`src/rtl/serial_chunk_adder_if.sv`:
```
// Handshake and operand/result bundle for serial_chunk_adder.
// The master side issues operations; the slave side is the adder.
interface serial_chunk_adder_if #(
    parameter int N = 32
);
    logic                start;
    logic                Sub;
    logic                Cin;
    logic signed [N-1:0] A;
    logic signed [N-1:0] B;
    logic signed [N-1:0] Sum;
    logic                Cout;
    logic                Overflow;
    logic                Zero;
    logic                Busy;
    logic                Done;

    modport master (
        output start, Sub, Cin, A, B,
        input  Sum, Cout, Overflow, Zero, Busy, Done
    );

    modport slave (
        input  start, Sub, Cin, A, B,
        output Sum, Cout, Overflow, Zero, Busy, Done
    );
endinterface

```
`src/rtl/serial_chunk_adder.sv`:
```
// Sequential signed adder/subtractor: adds W bits per clock over K = N/W cycles,
// holding the inter-chunk carry in a register. start/Busy/Done handshake.
module serial_chunk_adder #(
    parameter int N = 32,
    parameter int W = 8
) (
    input  logic                   clk,
    input  logic                   rst,
    serial_chunk_adder_if.slave    bus
);
    localparam int K  = N / W;
    localparam int CW = (K > 1) ? $clog2(K) : 1;

    if (W < 1 || (N % W) != 0) begin : g_bad_cfg
        $error("serial_chunk_adder: N must be a non-zero multiple of W");
    end

    typedef enum logic [1:0] {
        IDLE = 2'd0,
        RUN  = 2'd1,
        DONE = 2'd2
    } state_t;

    state_t              state;
    logic [CW-1:0]       cnt;
    logic                carry;
    logic signed [N-1:0] a_reg;
    logic signed [N-1:0] b_reg;
    logic signed [N-1:0] part;
    logic signed [N-1:0] next_part;
    logic [W-1:0]        a_chunk;
    logic [W-1:0]        b_chunk;
    logic [W:0]          csum;
    logic                last;
    int                  lsb;

    logic signed [N-1:0] sum_q;
    logic                cout_q;
    logic                ovf_q;
    logic                zero_q;
    logic                busy_q;
    logic                done_q;

    function automatic logic signed_overflow(input logic a_msb, input logic b_msb,
                                             input logic s_msb);
        return (a_msb == b_msb) && (s_msb != a_msb);
    endfunction

    // Chunk datapath: one W-bit slice of A and Beff plus the held carry
    always_comb begin
        lsb       = W * int'(cnt);
        a_chunk   = a_reg[lsb +: W];
        b_chunk   = b_reg[lsb +: W];
        csum      = {1'b0, a_chunk} + {1'b0, b_chunk} + {{W{1'b0}}, carry};
        next_part = part;
        next_part[lsb +: W] = csum[W-1:0];
        last      = (cnt == CW'(K - 1));
    end

    // Operands are pure data captured on the accepting edge; no reset needed
    always_ff @(posedge clk) begin
        if (state == IDLE && bus.start) begin
            a_reg <= bus.A;
            b_reg <= bus.Sub ? ~bus.B : bus.B;
        end
    end

    always_ff @(posedge clk or posedge rst) begin
        if (rst) begin
            state  <= IDLE;
            cnt    <= '0;
            carry  <= 1'b0;
            part   <= '0;
            sum_q  <= '0;
            cout_q <= 1'b0;
            ovf_q  <= 1'b0;
            zero_q <= 1'b0;
            busy_q <= 1'b0;
            done_q <= 1'b0;
        end else begin
            done_q <= 1'b0;
            case (state)
                IDLE: begin
                    if (bus.start) begin
                        state  <= RUN;
                        busy_q <= 1'b1;
                        cnt    <= '0;
                        carry  <= bus.Sub ? 1'b1 : bus.Cin;
                    end
                end
                RUN: begin
                    part  <= next_part;
                    carry <= csum[W];
                    if (last) begin
                        // Results are published only on the final chunk edge
                        state  <= DONE;
                        busy_q <= 1'b0;
                        done_q <= 1'b1;
                        sum_q  <= next_part;
                        cout_q <= csum[W];
                        ovf_q  <= signed_overflow(a_reg[N-1], b_reg[N-1], next_part[N-1]);
                        zero_q <= (next_part == '0);
                    end else begin
                        cnt <= cnt + 1'b1;
                    end
                end
                DONE: begin
                    state <= IDLE;
                end
                default: begin
                    state  <= IDLE;
                    busy_q <= 1'b0;
                end
            endcase
        end
    end

    assign bus.Sum      = sum_q;
    assign bus.Cout     = cout_q;
    assign bus.Overflow = ovf_q;
    assign bus.Zero     = zero_q;
    assign bus.Busy     = busy_q;
    assign bus.Done     = done_q;
endmodule

```
`src/flat_wrapper.sv`:
```
// flat-port wrapper written by rule: the top's interface ports become plain ports
module serial_chunk_adder_flat 
#(
    parameter int N = 32,
    parameter int W = 8
)
  (clk, rst, bus_start, bus_Sub, bus_Cin, bus_A, bus_B, bus_Sum, bus_Cout, bus_Overflow, bus_Zero, bus_Busy, bus_Done);
  serial_chunk_adder_if #(.N(N)) bus_i ();
  input  logic clk;
  input  logic rst;
  input wire logic [$bits(bus_i.start)-1:0] bus_start;
  input wire logic [$bits(bus_i.Sub)-1:0] bus_Sub;
  input wire logic [$bits(bus_i.Cin)-1:0] bus_Cin;
  input wire logic [$bits(bus_i.A)-1:0] bus_A;
  input wire logic [$bits(bus_i.B)-1:0] bus_B;
  output wire logic [$bits(bus_i.Sum)-1:0] bus_Sum;
  output wire logic [$bits(bus_i.Cout)-1:0] bus_Cout;
  output wire logic [$bits(bus_i.Overflow)-1:0] bus_Overflow;
  output wire logic [$bits(bus_i.Zero)-1:0] bus_Zero;
  output wire logic [$bits(bus_i.Busy)-1:0] bus_Busy;
  output wire logic [$bits(bus_i.Done)-1:0] bus_Done;
  assign bus_i.start = bus_start;
  assign bus_i.Sub = bus_Sub;
  assign bus_i.Cin = bus_Cin;
  assign bus_i.A = bus_A;
  assign bus_i.B = bus_B;
  assign bus_Sum = bus_i.Sum;
  assign bus_Cout = bus_i.Cout;
  assign bus_Overflow = bus_i.Overflow;
  assign bus_Zero = bus_i.Zero;
  assign bus_Busy = bus_i.Busy;
  assign bus_Done = bus_i.Done;
  serial_chunk_adder #(.N(N), .W(W)) u_core (.clk(clk), .rst(rst), .bus(bus_i));
endmodule
```
`config.mk`:
```
export PLATFORM = sky130hd
export DESIGN_NAME = serial_chunk_adder_flat
export DESIGN_NICKNAME = d
export VERILOG_FILES = /design/src/rtl/serial_chunk_adder_if.sv /design/src/rtl/serial_chunk_adder.sv /design/src/flat_wrapper.sv
export SDC_FILE = /design/constraint.sdc
export NUM_CORES = 1
export LEC_CHECK = 0
export ABC_AREA = 1
export BUFFER_PORTS_ARGS = -buffer_cell sky130_fd_sc_hd__buf_4
export CELL_PAD_IN_SITES_DETAIL_PLACEMENT = 1
export CELL_PAD_IN_SITES_GLOBAL_PLACEMENT = 1
export CORE_MARGIN = 1.5
export CORE_UTILIZATION = 45
export CTS_CLUSTER_DIAMETER = 150
export DETAILED_ROUTE_END_ITERATION = 12
export PLACE_DENSITY = 0.92
export SLEW_MARGIN = 5
export SYNTH_ARGS = -nofsm -noshare
export SYNTH_HDL_FRONTEND = slang
export SYNTH_SLANG_ARGS = --single-unit
```
`constraint.sdc`:
```
create_clock -name clk -period 6.8 [get_ports clk]
set_input_delay 1.36 -clock clk [delete_from_list [all_inputs] [get_ports clk]]
set_output_delay 1.36 -clock clk [all_outputs]
set_load 0.05 [all_outputs]
```
After elaboration in Yosys (flattened, before gate mapping)
Index checks and enable logic that the tools add are counted.
- register bits: 138
- output and inout bits: 37
- add/subtract/negate cells: 4
- equality and inequality tests: 8
- shift-type cells: 4
- muxes and demuxes: 16
- bitwise logic cells: 2
- reductions and logical operators: 10
- operator list (operator ; count):
    $shiftx 32x6->8 ; 2
    $neg 5->33 ; 1
    $shift 8x33->32 const A ; 1
    $shiftx 8x33->32 ; 1
    $bwmux 32 ; 1
    $logic_not 32->1 ; 1
    $mux 32 ; 1
    $not 32->32 ; 1
    $add 8x8->9 ; 1
    $add 9x1->9 ; 1
    $mux 2 ; 4
    $pmux 2 s2 ; 2
    $mux 1 ; 6
    $reduce_and 2->1 ; 3
    $reduce_and 3->1 ; 2
    $eq 2x2->1 const B ; 2
    $ne 2x2->1 const B ; 2
    $pmux 1 s3 ; 1
    $add 2x1->2 const B ; 1
    $eq 2x1->1 const B ; 1
    $logic_and 1x1->1 ; 2
    $logic_not 2->1 ; 1
    $ne 2x1->1 const B ; 1
    $pmux 1 s2 ; 1
    4 further kinds ; 4

Logic depth before layout (Yosys ltp)
- word-level depth: 7
- gate-level depth with buffers: 21
- gate-level depth less buffers: 19

Worst setup path before layout
OpenSTA, ideal clock, no wires.
- path kind: input -> register
- start point: input port bus_start
- end point: register u_core.a_reg[0] (enable)
- setup time: 0.419 ns
- arrival: 2.810 ns
- path slack: 3.571 ns
- cell stages on the path: 4
- path buffers: 0
- path through: inv_1 nor2_1 nand2_1 inv_1
- word-level cells in the longest chain between the ends: 1
- RTL lines (item ; RTL line ; RTL):
    from (decl) ; flat_wrapper.sv:11 ; input wire logic [$bits(bus_i.start)-1:0] bus_start;
    $logic_and 1x1->1 ; serial_chunk_adder.sv:62 ; if (state == IDLE && bus.start) begin
    to (signal assigned) ; serial_chunk_adder.sv:63 ; a_reg <= bus.A;
    to (decl) ; serial_chunk_adder.sv:27 ; logic signed [N-1:0] a_reg;
Every way passes these cells.
A chain may end at the register's enable or synchronous reset.

Final worst setup path
- start point: register u_core.cnt[1]
- end point: register u_core.zero_q (netlist: u_core.bus.Zero)
- word-level cells in the longest chain between the ends: 6
- elaborated cells on any way between the ends: 11
- RTL lines (item ; RTL line ; RTL):
    from (decl) ; serial_chunk_adder.sv:25 ; logic [CW-1:0] cnt;
    from (signal assigned) ; serial_chunk_adder.sv:104 ; cnt <= cnt + 1'b1;
    $shiftx 32x6->8 (on tied branches) ; serial_chunk_adder.sv:52, serial_chunk_adder.sv:53 ;
    $add 8x8->9 ; serial_chunk_adder.sv:54 ; csum = {1'b0, a_chunk} + {1'b0, b_chunk} + {{W{1'b0}}, carry};
    $add 9x1->9 ; serial_chunk_adder.sv:54 ;
    $shiftx 8x33->32 ; serial_chunk_adder.sv:56 ; next_part[lsb +: W] = csum[W-1:0];
    $bwmux 32 ; serial_chunk_adder.sv:56 ;
    $logic_not 32->1 ; serial_chunk_adder.sv:102 ; zero_q <= (next_part == '0);
    to (signal assigned) ; serial_chunk_adder.sv:102 ;
    to (decl) ; serial_chunk_adder.sv:40 ; logic zero_q;
Parallel ways exist; a longest one is shown, timed or not.

==> metrics <==
status finished, final reports clean; CP bufs+invs 2; Multi-input gate area approximately 0.0023 mm²; Yosys warning total 0; total of cells resized after clock tree synthesis 0; number of standard cells after synthesis slightly below 700; maximum clock frequency 256 MHz; remaining design rule violation count 0; Final Hold Vio Count 0; final worst-path cycle share 0.573; Clock Tree Root clkbuf_16; weighted congestion reported at the end of routability-driven placement 0.910; clock tree sinks 138; maximum fanout count along the critical path 20; count of H-tree levels built during CTS 4; WS Path Type flip-flop to flip-flop; clock input transition at the sequential cells of the worst setup and hold paths 0.06 ns; final-report max-slew violation count 0; global-route wire length before repair a little over 30000 µm; wire length reported by the detailed router 19200 µm; Starting Density 0.461; Leak Pwr 3.65 nW; Initial DRC Count 320; fraction of the yosys area taken by sequential cells 0.587; full die area 0.0150 mm²; power density of the placed cells 544 mW/mm²; largest voltage drop on the vdd net approximately 0.00021 V; number of global-route vias before repair 5825; setup-violating endpoint count in the final report 0; post-route core utilization 0.570; area added between synthesis and finish 23.5%; via total after detailed routing 5309; ranking of synthesized cells by area edfxtp_1 30%, dfrtp_1 29%, nand2_1 11%, o21ai_0 6.1%, xor2_1 4.4%; mean post-synth cell area 9.43 µm²; Max Buffers Root-to-Sink 2; worst slew pin tran 1.31 ns; Die W ~120 µm; average via count per standard cell ~5.4; source-to-sink clock delay at the later pin of the worst-skew pair 0.43 ns; largest net degree at the start of global routing 75; total nets after synthesis 766; CTS tree yes; Final #Nets 866; worst slew margin relative to its limit 0.127; initial antenna violation count 0; share of Yosys cell area claimed by the top area cell type 0.299; classification of the worst-slack hold path flip-flop to flip-flop; overall overflow remaining after global route 0; fill cell instance count of the final layout approximately 1600; placeable core area 0.0139 mm²; Data required, critical path 7.16 ns; Crit path largest cell delay between 0.7 and 0.8 ns; layout cell share with drive strength beyond 1 0.195; minimum clock period 3.90 ns; number of buffers inserted during clock tree synthesis 17; setup TNS after final layout 0 ns; Total GRT Usage 0.272; kind of start point of the critical path flip-flop; Port-buffer cells approximately 110; DP Wirelength 13100 µm; total design power around 4.3 mW; worst-path cell chain inv_1, o21ai_0, o22ai_1, fa_1, fa_1, inv_1, nand2_1, and2_1, nand2_2, nand2_1, nor3_2, nand3_1, nor2_1, nand3_1, nor2_1, nand2_1, nand2_1; unrepaired setup endpoints after global routing no; crit-path most repeated cell nand2_1; die outline height 123 µm; clock skew 0.0209 ns; count of distinct cell types in the synthesized netlist 31; Antenna diodes 0; cell accounting for the most synthesized area edfxtp_1; top-level port count about 110; area of the mapped netlist 0.00643 mm²; Sequential cell area 0.00377 mm²; total of flip-flops plus latches after synthesis 138; critical path's slowest cell dfrtp_1; drt first pass iters 5; count of antenna-violating nets left after detailed routing 0; placement row count 43; family with the most delay on the worst path simple AND/OR/NAND/NOR gates; endpoint class of the critical path flip-flop; arrival time at the worst endpoint 4.26 ns; max_cap viols 0; number of buffers inserted to repair setup after CTS 0; wire length per cell 19.7 µm; hold buffer count at CTS 0
## synth_stat cells, drive strengths merged
cell type  count
a21boi         1
a21oi          5
a2bb2oi        1
a31oi          9
a32oi          1
and2           1
buf            5
clkbuf        23
clkinv         1
dfrtp         74
edfxtp        64
fa             2
ha            13
inv           53
nand2        185
nand3         23
nand3b         1
nand4         10
nor2          73
nor3           1
o211ai         1
o21a           2
o21ai         83
o22ai         18
xor2          32
## final timing paths
| kind | slack, ns | cells past startpoint | startpoint | endpoint |
|---|---|---|---|---|
| worst max register to register | 2.90 | 17 | u_core.cnt[1]$_DFFE_PP0P_ | u_core.bus.Zero$_DFFE_PP0P_ |
| worst min-delay path | 0.48 | 2 | u_core.bus.Sum[11]$_DFFE_PP0P_ | u_core.bus.Sum[11]$_DFFE_PP0P_ |
| min in group asynchronous | 1.24 | 3 | rst | u_core.bus.Sum[15]$_DFFE_PP0P_ |
| worst max-delay path | 2.90 | 17 | u_core.cnt[1]$_DFFE_PP0P_ | u_core.bus.Zero$_DFFE_PP0P_ |
| worst min register to register | 0.48 | 2 | u_core.bus.Sum[11]$_DFFE_PP0P_ | u_core.bus.Sum[11]$_DFFE_PP0P_ |
| max in group asynchronous | 4.95 | 3 | rst | u_core.part[9]$_DFFE_PP0P_ |
## final cells by class
type,instances,share of cell area
clock buffers,21,0.0607
repair buffers,109,0.103
multi-input cells,462,0.295
clock inverters,11,0.0118
inverters,54,0.0255
well taps,180,0.0284
flip-flops and latches,138,0.475
## power by group
group	total [mW]	switching (mW)	internal, mW
sequential	1.29	0.146	1.14
combinational	2.13	1.52	0.612
clock	0.899	0.357	0.542
total	4.32	2.02	2.30
## stage by stage
step	hold WS (ns)	cells	instance area, µm²	setup WS, ns
2_1_floorplan	0.449	682	6430	3.56
3_3_place_gp	0.467	943	7360	3.34
3_5_place_dp	0.470	943	7360	3.05
4_1_cts	0.486	975	7940	3.01
5_1_grt	0.514	975	7940	2.71
6_report	0.481	975	7940	2.90
## worst register-to-register path, stage by stage (launching register included)
cell and delay, ns:
dfrtp_1 0.75, inv_1 0.51, o21ai_0 0.21, o22ai_1 0.14
fa_1 0.51, fa_1 0.44, inv_1 0.08, nand2_1 0.07
and2_1 0.17, nand2_2 0.07, nand2_1 0.09, nor3_2 0.19
nand3_1 0.12, nor2_1 0.15, nand3_1 0.09, nor2_1 0.12
nand2_1 0.06, nand2_1 0.05
## cell usage in the layout (no fill, tap or decap), types with 2 or more instances in the layout
| cell | Yosys | layout |
|---|---|---|
| nand3_1 | 22 | 22 |
| clkinv_2 | 0 | 5 |
| inv_2 | 3 | 5 |
| o22ai_1 | 18 | 18 |
| nor2_1 | 71 | 71 |
| edfxtp_1 | 64 | 64 |
| clkbuf_8 | 0 | 2 |
| o21ai_0 | 78 | 78 |
| nand2_2 | 5 | 5 |
| clkinv_4 | 0 | 2 |
| fa_1 | 2 | 2 |
| ha_1 | 13 | 13 |
| clkbuf_16 | 0 | 18 |
| a31oi_1 | 9 | 9 |
| xor2_1 | 32 | 32 |
| clkinvlp_4 | 0 | 2 |
| o21ai_1 | 5 | 5 |
| nand4_1 | 10 | 10 |
| dfrtp_1 | 74 | 74 |
| o21a_1 | 2 | 2 |
| buf_4 | 0 | 109 |
| nand2_1 | 180 | 180 |
| inv_1 | 50 | 48 |
| a21oi_1 | 5 | 5 |
## routing by layer
layer / global-route usage / vias up / share of wire
li1: - / 2462 / -
met1: 0.315 / 2610 / 0.40
met2: 0.475 / 191 / 0.52
met3: 0.0534 / 46 / 0.046
met4: 0.149 / 0 / 0.036
met5: 0 / - / 0
## cell families after synthesis
family / Yosys count / share of synthesized area
adder cells (fa/ha/maj): 15 / 0.0315
AND/OR/NAND/NOR: 294 / 0.186
XOR/XNOR: 32 / 0.0436
flip-flops: 138 / 0.587
AO/OA/AOI/OAI: 121 / 0.103
buffers and inverters: 82 / 0.0488
(Power assumes the default switching activity.)
